**src/rtl/seg_scan_ctrl.sv**
```systemverilog
// Multiplexed 7-segment BCD scan controller.
// Lights one digit at a time for ON_CYCLES clocks, with a one-cycle blank gap
// between digits to avoid ghosting. Display updates are double-buffered and
// only swap in at a frame boundary, so a frame never mixes old and new values.
//
// state  | meaning
// -------+--------------------------------------------------------------
// S_IDLE | scanning stopped; all anodes off; pending value copied at once
// S_GAP  | one blank cycle before the current digit lights
// S_ON   | current digit lit; counter runs 0..ON_CYCLES-1
module seg_scan_ctrl #(
  parameter int DIGITS    = 4,
  parameter int ON_CYCLES = 1000
) (
  input  logic                  clk,
  input  logic                  reset_n,
  input  logic                  en,
  input  logic                  blank_lz,
  input  logic                  upd_valid,
  input  logic [4*DIGITS-1:0]   upd_data,
  output logic                  upd_ready,
  output logic [DIGITS-1:0]     an,
  output logic [6:0]            seg,
  output logic                  frame_done
);

  localparam int IW = $clog2(DIGITS);
  localparam int CW = $clog2(ON_CYCLES);
  localparam logic [IW-1:0] LAST_DIG = IW'(DIGITS - 1);
  localparam logic [CW-1:0] LAST_CNT = CW'(ON_CYCLES - 1);

  typedef enum logic [1:0] {S_IDLE, S_GAP, S_ON} state_t;

  state_t               state_q, state_d;
  logic [IW-1:0]        dig_q, dig_d;
  logic [CW-1:0]        cnt_q, cnt_d;
  logic [4*DIGITS-1:0]  display_q, display_d;
  logic [4*DIGITS-1:0]  pending_q, pending_d;
  logic                 full_q, full_d;
  logic                 frame_end;
  logic [3:0]           nibble;
  logic                 nz_upper;
  logic                 blank;
  logic [6:0]           dec;

  // State, position and buffer registers.
  always_ff @(posedge clk or negedge reset_n) begin
    if (!reset_n) begin
      state_q   <= S_IDLE;
      dig_q     <= '0;
      cnt_q     <= '0;
      display_q <= '0;
      pending_q <= '0;
      full_q    <= 1'b0;
    end else begin
      state_q   <= state_d;
      dig_q     <= dig_d;
      cnt_q     <= cnt_d;
      display_q <= display_d;
      pending_q <= pending_d;
      full_q    <= full_d;
    end
  end

  // Scan sequencing; frame_end marks a completed frame (not an en-drop exit).
  always_comb begin
    state_d   = state_q;
    dig_d     = dig_q;
    cnt_d     = cnt_q;
    frame_end = 1'b0;
    case (state_q)
      S_IDLE: begin
        if (en) begin
          state_d = S_GAP;
          dig_d   = '0;
          cnt_d   = '0;
        end
      end
      S_GAP: begin
        if (!en) begin
          state_d = S_IDLE;
          dig_d   = '0;
          cnt_d   = '0;
        end else begin
          state_d = S_ON;
          cnt_d   = '0;
        end
      end
      S_ON: begin
        if (!en) begin
          state_d = S_IDLE;
          dig_d   = '0;
          cnt_d   = '0;
        end else if (cnt_q == LAST_CNT) begin
          state_d = S_GAP;
          cnt_d   = '0;
          if (dig_q == LAST_DIG) begin
            dig_d     = '0;
            frame_end = 1'b1;
          end else begin
            dig_d = dig_q + 1'b1;
          end
        end else begin
          cnt_d = cnt_q + 1'b1;
        end
      end
      default: begin
        state_d = S_IDLE;
        dig_d   = '0;
        cnt_d   = '0;
      end
    endcase
  end

  // Double buffer: swap at frame end (or immediately while idle), then capture.
  always_comb begin
    display_d = display_q;
    pending_d = pending_q;
    full_d    = full_q;
    if (full_q && (state_q == S_IDLE || frame_end)) begin
      display_d = pending_q;
      full_d    = 1'b0;
    end
    if (upd_valid && !full_q) begin
      pending_d = upd_data;
      full_d    = 1'b1;
    end
  end

  // Select the lit nibble and find whether it and all higher nibbles are zero.
  always_comb begin
    nibble   = 4'd0;
    nz_upper = 1'b0;
    for (int i = 0; i < DIGITS; i++) begin
      if (IW'(i) == dig_q) nibble = display_q[4*i +: 4];
      if (IW'(i) >= dig_q && display_q[4*i +: 4] != 4'd0) nz_upper = 1'b1;
    end
    blank = blank_lz && (dig_q != '0) && !nz_upper;
  end

  // BCD to segments a..g; non-decimal codes are dark.
  always_comb begin
    case (nibble)
      4'd0:    dec = 7'b1111110;
      4'd1:    dec = 7'b0110000;
      4'd2:    dec = 7'b1101101;
      4'd3:    dec = 7'b1111001;
      4'd4:    dec = 7'b0110011;
      4'd5:    dec = 7'b1011011;
      4'd6:    dec = 7'b1011111;
      4'd7:    dec = 7'b1110000;
      4'd8:    dec = 7'b1111111;
      4'd9:    dec = 7'b1111011;
      default: dec = 7'b0000000;
    endcase
  end

  // Moore outputs from registered state; only blank_lz reaches seg directly.
  always_comb begin
    an  = '0;
    seg = 7'b0000000;
    if (state_q == S_ON) begin
      an[dig_q] = 1'b1;
      seg       = blank ? 7'b0000000 : dec;
    end
    frame_done = (state_q == S_ON) && (dig_q == LAST_DIG) && (cnt_q == LAST_CNT);
    upd_ready  = !full_q;
  end

endmodule

```
**config.mk**
```make
export PLATFORM = sky130hd
export DESIGN_NAME = seg_scan_ctrl
export DESIGN_NICKNAME = d
export VERILOG_FILES = /design/src/rtl/seg_scan_ctrl.sv
export SDC_FILE = /design/constraint.sdc
export NUM_CORES = 1
export LEC_CHECK = 0
export CAP_MARGIN = 20
export CORE_MARGIN = 2
export CORE_UTILIZATION = 40
export DETAILED_ROUTE_END_ITERATION = 10
export SLEW_MARGIN = 10
export SYNTH_ARGS = -nofsm -noshare
export SYNTH_HDL_FRONTEND = slang
export SYNTH_SLANG_ARGS = --single-unit
```
**constraint.sdc**
```tcl
create_clock -name clk -period 3.6 [get_ports clk]
set_clock_uncertainty 0.1 [all_clocks]
set_input_delay 0.72 -clock clk [delete_from_list [all_inputs] [get_ports clk]]
set_output_delay 0.72 -clock clk [all_outputs]
set_load 0.02 [all_outputs]
```
# After elaboration in Yosys (flattened, before gate mapping)
# Memory sizes are Yosys's and may differ from the RTL's.
# Cells that the tools add are included.
# W data, S select, Z words.
# classes
add_sub_neg,2
magnitude_cmp,6
eq_ne,10
muxes,34
reduce_logical,24
# ops
operator,n
$mux W10,3
$mux W4,5
$pmux W10 S2,1
$mux W2,9
$reduce_bool A4 Y1,4
$mux W7,2
$pmux W2 S3,2
$logic_and A1 B1 Y1,11
$mux W1,11
$add A10 B1 Y10 const B,1
$eq A10 B10 Y1 const B,1
$eq A2 B2 Y1 const A,2
$eq A2 B2 Y1 const B,2
$ge A1 B2 Y1 const A,2
$ge A2 B2 Y1 const A,2
$logic_not A2 Y1,2
$ne A2 B2 Y1 const B,2
$reduce_bool A2 Y1,2
$lt A2 B3 Y1 const B,1
$ne A3 B3 Y1 const B,1
$reduce_and A3 Y1,1
$add A2 B1 Y2 const B,1
$demux W1 S2,1
$eq A1 B2 Y1 const A,1
5 further kinds,6
# totals
regBits,47
rom_bits,112
inputBits,21
out_inout_bits,13
wordCells,83
mem_count,1
# memory_table
name,words,word_bits,rd,rd_ports_with_merged_regs,write_ports,line_no,source
(name not given),16,7,1,0,0,143,case (nibble)

# Logic depth before layout (Yosys ltp)
# Gate-level depths: netlist (run 1).
# depth
ltp_word,10
depth_mapped,11
ltp_nobuf,10

# Worst setup path before layout (run 1)
# No wires, ideal clock.
# synth_path
path_kind,register to output
from,reg dig_q[1]
to,out seg[3]
arrival_time_ps,2446
required_ps,2780
setup_slack_ps,334
path_stages_with_launch,11
n_path_buf,1
cell_sequence,dfrtp_1 > inv_1 > ha_1 > clkbuf_1 > a211oi_1 > a211oi_1 > inv_1 > ha_1 > nor2_1 > a21oi_1 > o21ai_0
# synth_via
elab_chain_cells,10
word_cells_on_any_way,27
# synth_rtl
item,line_no,source
from (decl),35,"logic [IW-1:0] dig_q, dig_d;"
from (signal assigned),57,dig_q <= dig_d;
"parallel branches: the longest is 8 deep, another holds $mem_v2 Z16 W7",-,
$mux W7 *,164,seg = blank ? 7'b0000000 : dec;
$mux W7 *,162,if (state_q == S_ON) begin
to (decl),23,"output logic [6:0] seg,"
# Mark *: on every way between the ends.

# Final worst setup path (run 1)
# layout_path
from,in blank_lz
to,out seg[2]
# layout_via
elab_chain_cells,4
# layout_rtl
item,line_no,source
from (decl),18,"input logic blank_lz,"
$logic_and A1 B1 Y1 (2 in a row),138,blank = blank_lz && (dig_q != '0) && !nz_upper;
$mux W7,164,
$mux W7,162,
# Every way passes these cells.

==> results.txt, run 1 <==
Root Driver - clkbuf_8
Slowest CP cell - clkdlybuf4s50_1
Synth Instances - 223
Synth Cell Area - 0.00256 mm^2
Setup WS post-layout - 0.145 ns
Setup violations, final - 0
Layout cell share with drive strength beyond 1 - 25.4%
Syn avg cell area - 11.5 um^2
Starting density of the core - 40.8%
Crit path DAT - 2.64 ns
Vias in the first global route - 1771
Final worst path period share - 96.0%
Final #Nets - 296
Top sig layer - met4
Post-synth EDFFs - 0
Slowest stage delay, CP - 0.45 ns
Top Ports - 34
Wl on met1 - 2470 um
Worst slew margin - 53.9%
CP Max Fanout - 5
DR WL met2 - 2240 um
Outcome - finished, final reports clean
Crit path cell chain - clkdlybuf4s50_1 -> or4b_1 -> o41a_1 -> nand2_1 -> o21ai_0 -> dlygate4sd2_1
Clock Pin Slew Worst Setup and Hold Paths - 0.08 ns
Leakage - 1.37 nW
Synth Net Count - 255
Worst Path Required - 2.78 ns
Post-CTS Hold Fix Bufs - 0
Area share of the largest cell type after synthesis - 45.9%
Final hold violation count - 0
Row count - 29
Asr flop ratio synth - 100%
Core ar. - 0.00628 mm^2
Clock Tree Buf Depth - 2
RSZ-0062 raised after global routing - false
Grt ovf - 0
Tightest Hold Check Type - input pin to asynchronous set/reset pin
Global-route wire length before repair - 8540 um
Synth warnings - 0
Slew @ Worst Pin - 0.685 ns
P&R area growth vs syn - 21.4%
Main synth FF type - dfrtp_1
1st-pass router iterations - 4
Total CTS buffers - 5
WL met3 - 151 um
Largest delay share family, worst path - buffers and inverters
H-tree depth - 2
Synth top area cells - dfrtp_1 (46%), mux2_2 (9.7%), mux2_4 (5.9%)
PD cells - 597 mW/mm^2
Antenna Cells - 0
Die H - 84.1 um
Count of pins over their slew limit - 0
CP Launch Type - input pin
Worst vdd rail ir drop - 0.283 mV
Nature of the critical path endpoint - output pin
FMAX - 289 MHz
Via density - 5.11
Minimum clock period - 3.46 ns
CTS tree - yes
RD Place Congestion - 0.791
Crit Path Category - input pin to output pin
Wire per inst - 14.4 um
Final wirelength - 4920 um
Largest net degree at the start of global routing - 48
# DRC - 0
Antenna violations before repair - 0
Pre-CTS setup slack - -0.0750 ns
Register area share after synthesis - 45.9%
Synth unique cells - 54
Detailed placement HPWL - 3540 um
Fillers - 578
Die W - 84.1 um
Synth Register Bits - 47
Util after Layout - 49.6%
Max-capacitance violation count - 0
Via count - 1741
First-iteration detailed-routing DRC count - 81
Sink Count - 47
Total track usage - 15.1%
Die footprint - 0.00707 mm^2
Port bufs - 33
Worst skew pair latency - 0.29 ns
Cell taking the most area after synthesis - dfrtp_1
CP bufs+invs - 2
Remaining antenna violation count - 0
cell usage after synthesis (all sizes together) (2+ instances only):
master and instances:
mux2i 3, nand2 14, o21bai 2, a31oi 2, and3 2, nand3b 3
inv 13, dfrtp 47, o22ai 2, nor2b 4, nand3 4, nor2 14
o31ai 2, nand2b 2, and4 2, ha 11, nor4 2, a211oi 4
xor2 6, or3 2, o21ai 12, buf 5, and2 4, clkbuf 3
mux2 32, nor3b 3, nand4 3, a21oi 6
timing repair:
action | 4_1_cts | 5_1_grt
resized for setup | 11 | 13
buffers inserted | 2 | 0
endpoints found under the setup margin | 7 | 4
cloned | 0 | 0
pin swaps | 1 | 0
metrics by stage:
stage / power, W / hold slack [ns] / cell area (um^2) / setup TNS [ns] / std cells
detailed placement: 0.00147 / 0.378 / 2960 / -0.343 / 331
CTS: 0.00189 / 0.401 / 3100 / 0 / 340
floorplan: 0.00126 / 0.324 / 2560 / 0 / 223
global placement: 0.00145 / 0.376 / 2960 / -0.104 / 331
finish: 0.00186 / 0.187 / 3110 / 0 / 341
global route: 0.00199 / 0.180 / 3110 / 0 / 341
cell usage in the layout (no fill, tap or decap), types with 3 or more instances in the layout:
cell type / n
and2_1: 3
nor3b_1: 3
clkbuf_2: 3
mux2_2: 22
clkdlybuf4s50_1: 25
ha_1: 10
nor2b_1: 4
nand3_1: 3
mux2i_1: 3
dfrtp_1: 45
nor2_1: 14
buf_4: 7
clkbuf_8: 5
inv_1: 13
nand3b_1: 3
a21oi_1: 6
nand4_1: 3
xor2_1: 6
nand2_1: 13
mux2_4: 10
o21ai_0: 12
dlygate4sd2_1: 3
kinds of logic (layout without fill, tap and decap cells):
group                    Yosys count  after routing  synth area share, %
AO/OA/AOI/OAI                     37             37                 10.2
adder cells (fa/ha/maj)           11             11                 5.37
XOR/XNOR                           7              7                 2.39
buffers and inverters             21             62                 4.59
multiplexers                      35             35                 16.7
flip-flops                        47             47                 45.9
AND/OR/NAND/NOR                   65             65                 14.9
final timing paths:
kind                           from            end  slack, ns  depth (start not counted)
hold reg to reg            cnt_q[9]       cnt_q[9]       0.40                          1
setup / recovery           blank_lz         seg[2]       0.14                          6
hold / removal              reset_n       cnt_q[1]       0.19                          1
setup reg to reg           cnt_q[0]       cnt_q[2]       1.42                          6
max in group asynchronous   reset_n  pending_q[11]       2.73                          2
min in group clk           cnt_q[9]       cnt_q[9]       0.40                          1
cell type report:
cell class / instances / area, um^2 / share of cell area [%]
Multi-Input combinational cell: 155 / 1290 / 41.4
Timing Repair Buffer: 42 / 398 / 12.8
Clock inverter: 1 / 30.0 / 0.965
Clock buffer: 6 / 72.6 / 2.33
Tap cell: 77 / 96.3 / 3.09
Inverter: 13 / 48.8 / 1.57
Sequential cell: 47 / 1180 / 37.9
report_power, final:
| part | switching (W) | leakage, nW | internal, W |
|---|---|---|---|
| registers | 0.000125 | 0.576 | 0.000682 |
| logic | 0.000301 | 0.740 | 0.000379 |
| clock network | 0.000168 | 0.0513 | 0.000204 |
per-layer routing:
metal	up-vias	global-route usage [%]
met1	841	20.8
met2	24	23.5
met3	5	3.66
li1	871	-
met4	0	4.40
met5	-	0
flip-flops by register name, summed over array words and instances (netlist names):
name and count:
cnt_q 10, display_q 16, state_q 2, full_q 1
dig_q 2, pending_q 16
Power figures use the tool's default switching activity.
==> inputs of run 2 (changes only) <==
--- a/config.mk
+++ b/config.mk
@@ -9,6 +9,7 @@
 export CORE_MARGIN = 2
 export CORE_UTILIZATION = 40
 export DETAILED_ROUTE_END_ITERATION = 10
+export SETUP_SLACK_MARGIN = 0.4
 export SLEW_MARGIN = 10
 export SYNTH_ARGS = -nofsm -noshare
 export SYNTH_HDL_FRONTEND = slang
==> run 2 against run 1 <==
- hold slack gained 0.0028 ns
- non-clock buffer count increased by 8
- highest routed layer unchanged
- via count is 4.7% higher
- count of clock-buffer cells in the layout is the same
- clock power decreased by 16%
- sequential power up 2%
- power up 4.1%
==> results.txt, run 2 (synthesis gave the netlist of run 1 again) <==
Worst skew pair latency - 0.29 ns (about the same)
Hold WS - 0.190 ns (+0.00280 ns)
Crit path DAT - 2.33 ns (-0.31 ns)
Fillers - 588 (+1.7%)
Commonest non-fill, non-tap cell in the layout - dfrtp_1
Met3 Track Usage GR - 3.36% (-0.30 points)
Met2 usage - 23.0% (-0.51 points)
Slew @ Worst Pin - 0.679 ns (-0.00670 ns)
Wire per inst - 15.2 um (+5.3%)
Clock Tree Buf Depth - 2 (unchanged)
R2R depth - 6 (unchanged)
Core ar. - 0.00628 mm^2 (unchanged)
Worst path depth - 8 (+2)
PD cells - 587 mW/mm^2 (-1.7%)
Die H - 84.1 um (unchanged)
CP Max Fanout - 10 (+5)
Worst Path Required - 2.78 ns (about the same)
Top flop regs - display_q (16), pending_q (16), cnt_q (10)
Layout cell share with drive strength beyond 1 - 35.9% (+11 points)
Crit path cell chain - ha_4 -> buf_4 -> nand3b_1 -> a221oi_4 -> buf_12 -> mux2i_1 -> o21ai_1 -> buf_4
Via count - 1823 (+4.7%)
Largest delay share family, worst path - flip-flops
Row count - 29 (unchanged)
Remaining antenna violation count - 0 (unchanged)
Final wirelength - 5320 um (+8.1%)
Final worst path period share - 87.6% (-8.4 points)
Final non-filler cell total - 350 (+2.6%)
Antenna violations before repair - 0 (unchanged)
Grt ovf - 0 (unchanged)
Total track usage - 14.7% (-0.35 points)
Final #Nets - 304 (+2.7%)
Worst slew margin - 54.4% (+0.45 points)
Setup TNS - 0 ns (unchanged)
Commonest cells after routing, fill and taps aside - dfrtp_1 (45), clkdlybuf4s50_1 (24), mux2_2 (22)
Cell mode on critical path - buf_4
Outcome - finished, final reports clean
Largest net degree at the start of global routing - 48 (unchanged)
Starting density of the core - 40.8% (unchanged)
Die footprint - 0.00707 mm^2 (unchanged)
Top Ports - 34 (unchanged)
Count of pins over their slew limit - 0 (unchanged)
Minimum clock period - 3.15 ns (-0.302 ns)
Setup WS post-layout - 0.447 ns (+0.302 ns)
Detailed placement HPWL - 3520 um (-0.43%)
Port bufs - 33 (unchanged)
H-tree depth - 2 (unchanged)
Worst vdd rail ir drop - 0.311 mV (+9.9%)
Tightest Hold Check Type - input pin to asynchronous set/reset pin
GRT busiest layer - met2
Leakage - 1.40 nW (+2.6%)
# DRC - 0 (unchanged)
GR Util met1 - 20.4% (-0.42 points)
FMAX - 317 MHz (+9.6%)
Sink Count - 47 (unchanged)
CTS tree - yes
Die W - 84.1 um (unchanged)
RD Place Congestion - 0.796 (+0.62%)
Placed cell count - 330 (-0.30%)
CP Launch Type - register
Via density - 5.21 (+2.0%)
Pre-CTS setup slack - -0.0781 ns (-0.00313 ns)
Global-route wire length before repair - 8330 um (-2.5%)
Clock Pin Slew Worst Setup and Hold Paths - 0.09 ns (about the same)
CP bufs+invs - 3 (+1)
Nature of the critical path endpoint - output pin
Vias in the first global route - 1689 (-4.6%)
Final hold violation count - 0 (unchanged)
Root Driver - clkbuf_8
Post-CTS Hold Fix Bufs - 0 (unchanged)
Max-capacitance violation count - 0 (unchanged)
Crit Path Category - register to output pin
Total CTS buffers - 5 (unchanged)
Slowest CP cell - dfrtp_2
RSZ-0062 raised after global routing - true
Antenna Cells - 0 (unchanged)
Setup violations, final - 0 (unchanged)
1st-pass router iterations - 4 (unchanged)
First-iteration detailed-routing DRC count - 48 (-41%)
Slowest stage delay, CP - 0.49 ns (+0.04 ns)
P&R area growth vs syn - 28.6%
-- run 2: path summary, 6_finish.rpt --
path / startpoint / to / slack [ns]
min in group clk: cnt_q[9] / cnt_q[9] / 0.40
max in group asynchronous: reset_n / pending_q[10] / 2.73
worst min register to register: cnt_q[9] / cnt_q[9] / 0.40
worst max register to register: cnt_q[0] / display_q[0] / 1.40
worst min-delay path: reset_n / cnt_q[7] / 0.19
worst max-delay path: dig_q[0] / seg[0] / 0.45
-- run 2: metrics by stage --
| stage | cell area [um^2] | power (W) | util [%] |
|---|---|---|---|
| floorplan | 2560 | 0.00126 | - |
| global placement | 2950 | 0.00145 | 47.1 |
| detailed placement | 2950 | 0.00146 | 47.1 |
| CTS | 3170 | 0.00185 | 50.5 |
| global route | 3300 | 0.00205 | 52.5 |
| finish | 3300 | 0.00194 | 52.5 |
-- run 2: final cells by class --
type / count / area, um^2 / area share [%]
well taps: 77 / 96.3 / 2.92
multi-input cells: 155 / 1420 / 43.2
clock buffers: 6 / 72.6 / 2.20
inverters: 13 / 51.3 / 1.56
repair buffers: 50 / 460 / 14.0
clock inverters: 2 / 12.5 / 0.380
flip-flops and latches: 47 / 1180 / 35.8
-- run 2: repair_timing --
action,CTS,global route
setup buffers,7,4
resized for setup,57,22
pin swaps,5,11
setup endpoints to repair,7,7
-- run 2: report_power, final --
part / switching, W / internal, W / leakage (nW)
combinational: 0.000360 / 0.000444 / 0.785
clock: 0.000174 / 0.000136 / 0.0412
sequential: 0.000140 / 0.000682 / 0.576
-- run 2: worst register-to-register path: stages (launching register included) --
cell and delay (ns):
dfrtp_1 0.43, ha_1 0.25, nand3_2 0.12, or3_4 0.42
o22ai_2 0.21, nand2_4 0.22, mux2_4 0.36
-- run 2: per-layer routing --
| metal | wire length (um) | share of wire [%] |
|---|---|---|
| met1 | 2560 | 48 |
| met2 | 2520 | 47 |
| met3 | 147 | 2.8 |
| met4 | 84 | 1.6 |
| met5 | 0 | 0 |
==> inputs of run 3 (changes only) <==
--- a/config.mk
+++ b/config.mk
@@ -5,10 +5,11 @@
 export SDC_FILE = /design/constraint.sdc
 export NUM_CORES = 1
 export LEC_CHECK = 0
-export CAP_MARGIN = 20
+export CAP_MARGIN = 0
 export CORE_MARGIN = 2
 export CORE_UTILIZATION = 40
 export DETAILED_ROUTE_END_ITERATION = 10
+export REMOVE_ABC_BUFFERS = 1
 export SETUP_SLACK_MARGIN = 0.4
 export SLEW_MARGIN = 10
 export SYNTH_ARGS = -nofsm -noshare
==> constraint.sdc (replaced) <==
create_clock -name clk -period 3.5 [get_ports clk]
set_clock_uncertainty 0.1 [all_clocks]
set_input_delay 0.7 -clock clk [delete_from_list [all_inputs] [get_ports clk]]
set_output_delay 0.7 -clock clk [all_outputs]
set_load 0.02 [all_outputs]
==> run 3 against run 2 <==
- critical path depth rose by 3
- count of clock-buffer cells in the layout is the same
- power rose by 3.0%
- utilization decreased by 0.34 points
- final cell count down 0.29%
- critical endpoint is now seg[5]
==> results.txt, run 3 (synthesis gave the netlist of run 1 again) <==
Worst skew pair latency - 0.30 ns (about the same)
Final worst path period share - 88.0%
Vias in the first global route - 1731 (+2.5%)
Final #Nets - 304 (unchanged)
Detailed placement HPWL - 3540 um (+0.56%)
Nature of the critical path endpoint - output pin
H-tree depth - 2 (unchanged)
Root Driver - clkbuf_8
CTS tree - yes
Die H - 84.1 um (unchanged)
Sw Share - 33.6% (-1.2 points)
Total CTS buffers - 5 (unchanged)
Top flop regs - display_q (16), pending_q (16), cnt_q (10)
Leakage - 1.41 nW (+0.24%)
Antenna violations before repair - 0 (unchanged)
Top Ports - 34 (unchanged)
Largest net degree at the start of global routing - 48 (unchanged)
Int Pwr - 0.00132 W (+4.9%)
Clock Power Share - 16.4% (+0.4 points)
Count of pins over their slew limit - 0 (unchanged)
Global-route wire length before repair - 8470 um (+1.7%)
PD cells - 609 mW/mm^2 (+3.6%)
R2R depth - 6 (unchanged)
1st-pass router iterations - 4 (unchanged)
Setup violations, final - 0 (unchanged)
Outcome - finished, final reports clean
# DRC - 0 (unchanged)
Commonest non-fill, non-tap cell in the layout - dfrtp_1
Total track usage - 15.1% (+0.34 points)
Port bufs - 33 (unchanged)
Row count - 29 (unchanged)
Grt ovf - 0 (unchanged)
Worst Path Required - 2.70 ns (-0.08 ns)
Max-capacitance violation count - 0 (unchanged)
First-iteration detailed-routing DRC count - 104 (+120%)
Core ar. - 0.00628 mm^2 (unchanged)
CP Max Fanout - 7 (-3)
Antenna Cells - 0 (unchanged)
Starting density of the core - 40.8% (unchanged)
Layout cell share with drive strength beyond 1 - 36.8% (+0.87 points)
Die W - 84.1 um (unchanged)
Via count - 1799 (-1.3%)
Hold Path Stages - 1
Clock Tree Buf Depth - 2 (unchanged)
Wire per inst - 14.2 um (-6.8%)
CP Launch Type - register
Comb power frac - 41.7% (+0.2 points)
Hold WS - 0.398 ns (+0.208 ns)
P&R area growth vs syn - 27.7%
Via density - 5.15 (-1.0%)
FMAX - 325 MHz
Remaining antenna violation count - 0 (unchanged)
Final wirelength - 4940 um (-7.1%)
Sink Count - 47 (unchanged)
Slew @ Worst Pin - 1.03 ns (+0.350 ns)
Setup WS post-layout - 0.420 ns (-0.0271 ns)
RD Place Congestion - 0.848 (+6.5%)
Final hold violation count - 0 (unchanged)
Switching power - 0.000670 W (-0.59%)
Die footprint - 0.00707 mm^2 (unchanged)
Worst slew margin - 31.5% (-23 points)
Worst vdd rail ir drop - 0.293 mV (-5.6%)
Clock Pin Slew Worst Setup and Hold Paths - 0.08 ns (about the same)
Commonest cells after routing, fill and taps aside - dfrtp_1 (45), clkdlybuf4s50_1 (24), mux2_2 (22)
Sequential Power Share - 41.9% (-0.6 points)
RSZ-0062 raised after global routing - true
Pre-CTS setup slack - -0.155 ns (-0.0774 ns)
Cell area after layout - 0.00327 mm^2 (-0.65%)
Tightest Hold Check Type - register to register
Crit path DAT - 2.28 ns (-0.05 ns)
Crit Path Category - register to output pin
Area after DPL - 0.00298 mm^2 (+0.76%)
Minimum clock period - 3.08 ns
-- run 3: changes by cell type in the layout (fill, tap and decap cells not counted), sizes merged --
cell / before / now
clkbuf: 7 / 6
clkinvlp: 1 / 0
buf: 24 / 25
-- run 3: worst paths after layout --
check	from	to	slack, ns
max reg2reg	cnt_q[0]	cnt_q[7]	1.32
max	dig_q[1]	seg[5]	0.42
min	cnt_q[9]	cnt_q[9]	0.40
max in group asynchronous	reset_n	dig_q[0]	2.12
min in group asynchronous	reset_n	cnt_q[7]	0.48
min reg2reg	cnt_q[9]	cnt_q[9]	0.40
-- run 3: critical path: stages (launching register included) --
cell	delay, ns
dfrtp_2	0.46
buf_6	0.13
ha_4	0.17
nor3b_2	0.16
a211oi_2	0.22
buf_4	0.17
ha_1	0.23
inv_2	0.06
nand2_1	0.06
a21oi_2	0.12
nor2b_1	0.05
buf_4	0.15
-- run 3: stage by stage --
step / TNS (ns) / utilization (%) / std cells / power [W]
floorplan: 0 / - / 215 / 0.00128
global placement: -0.610 / 47.4 / 333 / 0.00150
detailed placement: -0.839 / 47.4 / 333 / 0.00150
CTS: 0 / 50.8 / 347 / 0.00192
global route: 0 / 52.2 / 349 / 0.00213
finish: 0 / 52.2 / 349 / 0.00199
-- run 3: cell type report --
cell class / count / area, um^2
fillers: 582 / 3000
multi-input cells: 155 / 1410
flip-flops and latches: 47 / 1180
repair buffers: 50 / 452
well taps: 77 / 96.3
clock buffers: 6 / 82.6
inverters: 13 / 51.3
clock inverters: 1 / 5.00
-- run 3: power groups by stage --
| stage | Clock (W) | Sequential, W | Combinational (W) |
|---|---|---|---|
| after floorplan | 0 | 0.000788 | 0.000495 |
| after global placement | 0 | 0.000834 | 0.000663 |
| after detailed placement | 0 | 0.000836 | 0.000669 |
| after CTS | 0.000339 | 0.000835 | 0.000744 |
| after global routing | 0.000362 | 0.000860 | 0.000909 |
| final | 0.000327 | 0.000834 | 0.000832 |
-- run 3: what timing repair did --
action | 4_1_cts | 5_1_grt
hold endpoints to repair | 0 | 0
pin swaps | 8 | 9
setup buffers | 7 | 2
setup endpoints to repair | 7 | 7
hold buffers | 0 | 0
resized for setup | 62 | 22
-- run 3: metal layers --
| metal | vias up | track usage, % | share of wire [%] |
|---|---|---|---|
| li1 | 882 | - | - |
| met1 | 886 | 21.0 | 49 |
| met2 | 25 | 23.4 | 47 |
| met3 | 6 | 2.97 | 2.8 |
| met4 | 0 | 5.28 | 1.5 |
| met5 | - | 0 | 0 |
